### src/rtl/dccm_arb.sv
// Two-port (LSU/DMA) arbiter in front of a single-ported DCCM.
// LSU has priority; a saturating counter forces a DMA win after STARVE_LIMIT denied cycles.
module dccm_arb #(
  parameter int XLEN         = 32,
  parameter int STARVE_LIMIT = 4
) (
  input  logic            clk,
  input  logic            rst,
  input  logic            lsu_req,
  input  logic            lsu_we,
  input  logic [XLEN-1:0] lsu_addr,
  input  logic [XLEN-1:0] lsu_wdata,
  output logic            lsu_gnt,
  output logic [XLEN-1:0] lsu_rdata,
  output logic            lsu_rvalid,
  input  logic            dma_req,
  input  logic            dma_we,
  input  logic [XLEN-1:0] dma_addr,
  input  logic [XLEN-1:0] dma_wdata,
  output logic            dma_gnt,
  output logic [XLEN-1:0] dma_rdata,
  output logic            dma_rvalid,
  output logic [XLEN-1:0] mem_raddr,
  output logic            mem_rvalid_in,
  input  logic [XLEN-1:0] mem_rdata,
  input  logic            mem_rvalid_out,
  output logic [XLEN-1:0] mem_waddr,
  output logic            mem_wen,
  output logic [XLEN-1:0] mem_wdata,
  output logic [3:0]      starve_cnt,
  output logic            err_spurious
);

  localparam logic [3:0] LIMIT = 4'(STARVE_LIMIT);

  logic [3:0] r_starve;
  logic       r_pend;
  logic       r_owner;
  logic       r_err;

  logic            w_lsu_win;
  logic            w_dma_win;
  logic            w_any;
  logic            w_we;
  logic            w_resp;
  logic [XLEN-1:0] w_addr;
  logic [XLEN-1:0] w_wdata;

  // Grant selection: a starved DMA overrides the default LSU priority
  always_comb begin
    w_lsu_win = 1'b0;
    w_dma_win = 1'b0;
    if (rst) begin
      w_lsu_win = 1'b0;
    end else if (dma_req && (r_starve == LIMIT)) begin
      w_dma_win = 1'b1;
    end else if (lsu_req) begin
      w_lsu_win = 1'b1;
    end else if (dma_req) begin
      w_dma_win = 1'b1;
    end else begin
      w_dma_win = 1'b0;
    end
  end

  assign w_any   = w_lsu_win | w_dma_win;
  assign w_we    = w_dma_win ? dma_we    : lsu_we;
  assign w_addr  = w_dma_win ? dma_addr  : lsu_addr;
  assign w_wdata = w_dma_win ? dma_wdata : lsu_wdata;

  assign lsu_gnt = w_lsu_win;
  assign dma_gnt = w_dma_win;

  // Exactly one DCCM operation per cycle; idle buses are held at zero
  assign mem_wen       = w_any & w_we;
  assign mem_rvalid_in = w_any & ~w_we;
  assign mem_waddr     = mem_wen       ? w_addr  : '0;
  assign mem_wdata     = mem_wen       ? w_wdata : '0;
  assign mem_raddr     = mem_rvalid_in ? w_addr  : '0;

  // A response is only forwarded when a read is outstanding
  assign w_resp     = mem_rvalid_out & r_pend & ~rst;
  assign lsu_rvalid = w_resp & ~r_owner;
  assign dma_rvalid = w_resp &  r_owner;
  assign lsu_rdata  = mem_rdata;
  assign dma_rdata  = mem_rdata;

  assign starve_cnt   = r_starve;
  assign err_spurious = r_err;

  always_ff @(posedge clk) begin
    if (rst) begin
      r_starve <= 4'd0;
      r_pend   <= 1'b0;
      r_owner  <= 1'b0;
      r_err    <= 1'b0;
    end else begin
      if (dma_req && !w_dma_win) begin
        if (r_starve != LIMIT) begin
          r_starve <= r_starve + 4'd1;
        end
      end else begin
        r_starve <= 4'd0;
      end
      r_pend <= mem_rvalid_in;
      if (mem_rvalid_in) begin
        r_owner <= w_dma_win;
      end
      if (mem_rvalid_out && !r_pend) begin
        r_err <= 1'b1;
      end
    end
  end

endmodule

### config.mk
export PLATFORM = sky130hd
export DESIGN_NAME = dccm_arb
export DESIGN_NICKNAME = d
export VERILOG_FILES = /design/src/rtl/dccm_arb.sv
export SDC_FILE = /design/constraint.sdc
export NUM_CORES = 1
export LEC_CHECK = 0
export CORE_AREA = 2 2 130 132
export CTS_CLUSTER_DIAMETER = 120
export DETAILED_ROUTE_END_ITERATION = 12
export DIE_AREA = 0 0 132 134
export SLEW_MARGIN = 20
export SYNTH_ARGS = -nofsm -noshare
export SYNTH_HDL_FRONTEND = slang
export SYNTH_SLANG_ARGS = --single-unit
### constraint.sdc
create_clock -name clk -period 2.4 [get_ports clk]
set_clock_uncertainty 0.15 [all_clocks]
set_input_delay 0.36 -clock clk [delete_from_list [all_inputs] [get_ports clk]]
set_output_delay 0.36 -clock clk [all_outputs]
set_load 0.01 [all_outputs]
==> flow_summary.yaml <==
synthesis:
  ys_seq_elements: 7
  yosysTopAreaCellShare: 0.4327
  syn_nets: 395
  yosysUniqueCellTypes: 28
  ys_seq_area_frac: 0.07212
  ys.flop_type: "dfxtp_1"
  async_reset_ff_frac: 0
  synth_edf_count: 0
  yosys-top-cells-count: "a22o_1 (96), buf_4 (64), buf_6 (15)"
  yosys.area.top_type: "a22o_1"
  synth_most_common_cell: "a22o_1"
  syn_area_sq_um: 1943
  syn_area_per_cell_sq_um: 8.598
  syn-instance-count: 226
  ys_warn_count: 0
  synth_area_leaders: "a22o_1 (43%), buf_4 (25%), buf_6 (8.7%), dfxtp_1 (7.2%), buf_2 (1.3%)"
setup_path:
  startpoint_type: "input port"
  path_class: "in2out"
  crit_arrival_ps: 1920
  crit_fanout: 5
  cp.required_ps: 1890
  end_kind: "output port"
route:
  viasPerCell: 4.159
  drt-total-wl_microns: 12810
  ant_nets: 0
  drt_iter0_markers: 72
  firstDrtPassIters: 4
  drc: 0
  avgRoutedWirePerCell_microns: 19.40
  vias: 2745
pwr:
  seqPwrFrac: 0.121
  peakVddDrop_mv: 0.1495
  internal-power_uw: 730.1
  clkPwrFrac: 0.276
  p_switching_uw: 292.4
  combPwrFrac: 0.603
  p_leak_uw: 0.002049
  power_density_nw_per_um2: 230.0
  netSwitchingFraction: 0.2860
worst_hold_path:
  holdCritPathClass: "reg2reg"
placed_design:
  hpwl_microns: 8178
  dp_cells: 623
  routabilityCongestion: 0.8475
  place_area_sq_um: 4177
  portBuffers: 241
grt:
  grt_antenna_before_repair: 0
  busiest_layer: "met2"
  use_met2: 0.2465
  met3_usage: 0.02910
  grt_use_met1: 0.1399
  grt_max_degree: 31
  grt_pass1_wl_microns: 17600
  grt_usage: 0.1292
  overflow: 0
  grt_pass1_vias: 2939
flow_run:
  drv_cap: 0
die:
  dieArea_sq_um: 17690
  io_pins: 338
  dieHeight_microns: 134
  initial_utilization: 0.1193
  die_x_microns: 132
  core_area_sq_um: 16290
  rows: 47
cells_and_area:
  fillers: 1753
  antenna_cells: 0
  final_area_sq_um: 4447
  drive_above_1_share: 0.3909
  fin_nets: 610
  fin_cells: 660
  layout-area-overhead-vs-synth_pct: 128.8
sta:
  setup_viol: 17
  rsz0062_at_grt: "yes"
  drv_slew: 0
  slew_headroom: 0.7970
  min_period_ps: 2432
  finalCritPeriodShare: 1.013
  layout_setup_ws_ps: -32.10
  max_freq_ghz: 0.4112
  hold_viol: 0
  tightest_slew_ps: 303.5
cts:
  worstSkewPairLatency_ps: 230
  cts_made_buffers: 3
  clk_pin_slew_ps: 30
  clockRootBuffer: "clkbuf_16"
  h-tree-depth: 1
  clock_path_buffers: 2
  tritoncts: "done"
  cts_sinks: 7
  hold_buffers: 0
outcome:
  outcome: "finished with violations"
  violations: "setup timing"
[cells in the final DEF (no fill, tap or decap), types with 2 or more instances in the layout]
cell and instances:
clkdlybuf4s50_1 139, a22o_1 95, buf_2 91, buf_4 19, buf_6 16, buf_12 13, buf_16 7, clkbuf_16 6
dfxtp_1 5, nor2_1 4, nor3_1 4, inv_2 3, dlygate4sd2_1 3, nand2b_4 2, a211oi_4 2, or2_4 2
nand2_1 2, nor3b_1 2, inv_1 2, nor2b_1 2, dfxtp_2 2
[stage by stage]
step	hold WS (ps)	setup slack [ps]	power (uW)	TNS, ps	utilization
global placement	309.5	-591.0	707.2	-46730	0.2564
CTS	335.3	-60.02	1026	-1127	0.2675
finish	325.4	-32.10	1023	-316.2	0.2730
detailed placement	320.7	-611.0	711.4	-48580	0.2564
global route	384.7	-94.67	1071	-3801	0.2730
floorplan	282.4	254.1	400.3	0	-
[worst paths after layout]
check                                                 end  slack (ps)  depth (start not counted)                        from
worst min register to register  err_spurious$_SDFFE_PP0P_         330                          2   err_spurious$_SDFFE_PP0P_
worst min-delay path            err_spurious$_SDFFE_PP0P_         330                          2   err_spurious$_SDFFE_PP0P_
worst max register to register          r_pend$_SDFF_PP0_         580                          8  starve_cnt[0]$_SDFFE_PP0P_
worst max-delay path                        mem_waddr[21]         -30                          8                      dma_we
[power groups by stage]
stage | logic (uW) | registers [uW] | clock network, uW
CTS | 614 | 124 | 289
finish | 617 | 124 | 282
global route | 653 | 124 | 294
floorplan | 274 | 126 | 0
global placement | 582 | 125 | 0
detailed placement | 586 | 125 | 0
[per-layer routing]
layer,wire (microns),part of all wire
met4,355,0.028
met1,4807,0.38
met3,975,0.076
met2,6668,0.52
met5,0,0
[kinds of logic (layout without fill, tap and decap cells)]
family | Yosys count | after routing | share of synthesized area
mux | 1 | 1 | 0.005152
xor+xnor | 1 | 1 | 0.004508
compound gates | 100 | 100 | 0.4572
simple gates | 26 | 26 | 0.09144
fa+ha+maj | 2 | 2 | 0.01288
buf+inv | 89 | 303 | 0.3567
flops | 7 | 7 | 0.07212
[critical path, stage by stage]
cell,delay [ps]
clkdlybuf4s50_1,500
inv_2,50
a211oi_4,270
buf_6,200
buf_16,140
buf_12,110
a22o_1,140
buf_2,140
[final cells by class]
type | instances | area (sq um) | share of cell area
Tap cell | 220 | 275.3 | 0.06190
Inverter | 5 | 18.77 | 0.004221
Clock buffer | 4 | 78.83 | 0.01773
Timing Repair Buffer | 294 | 2763 | 0.6213
Sequential cell | 7 | 142.6 | 0.03208
Multi-Input combinational cell | 130 | 1169 | 0.2628
[registers in the layout, summed over array words and instances (netlist names)]
signal / count
starve_cnt: 4
err_spurious: 1
r_owner: 1
r_pend: 1
[repair_timing]
item                                    4_1_cts  5_1_grt
gates resized for setup                     433       10
setup buffers                                18        9
gates cloned                                 10        3
endpoints found under the setup margin       99       89
hold endpoints to repair                      0        0
pin swaps                                    31       32
(Power assumes the default switching activity.)
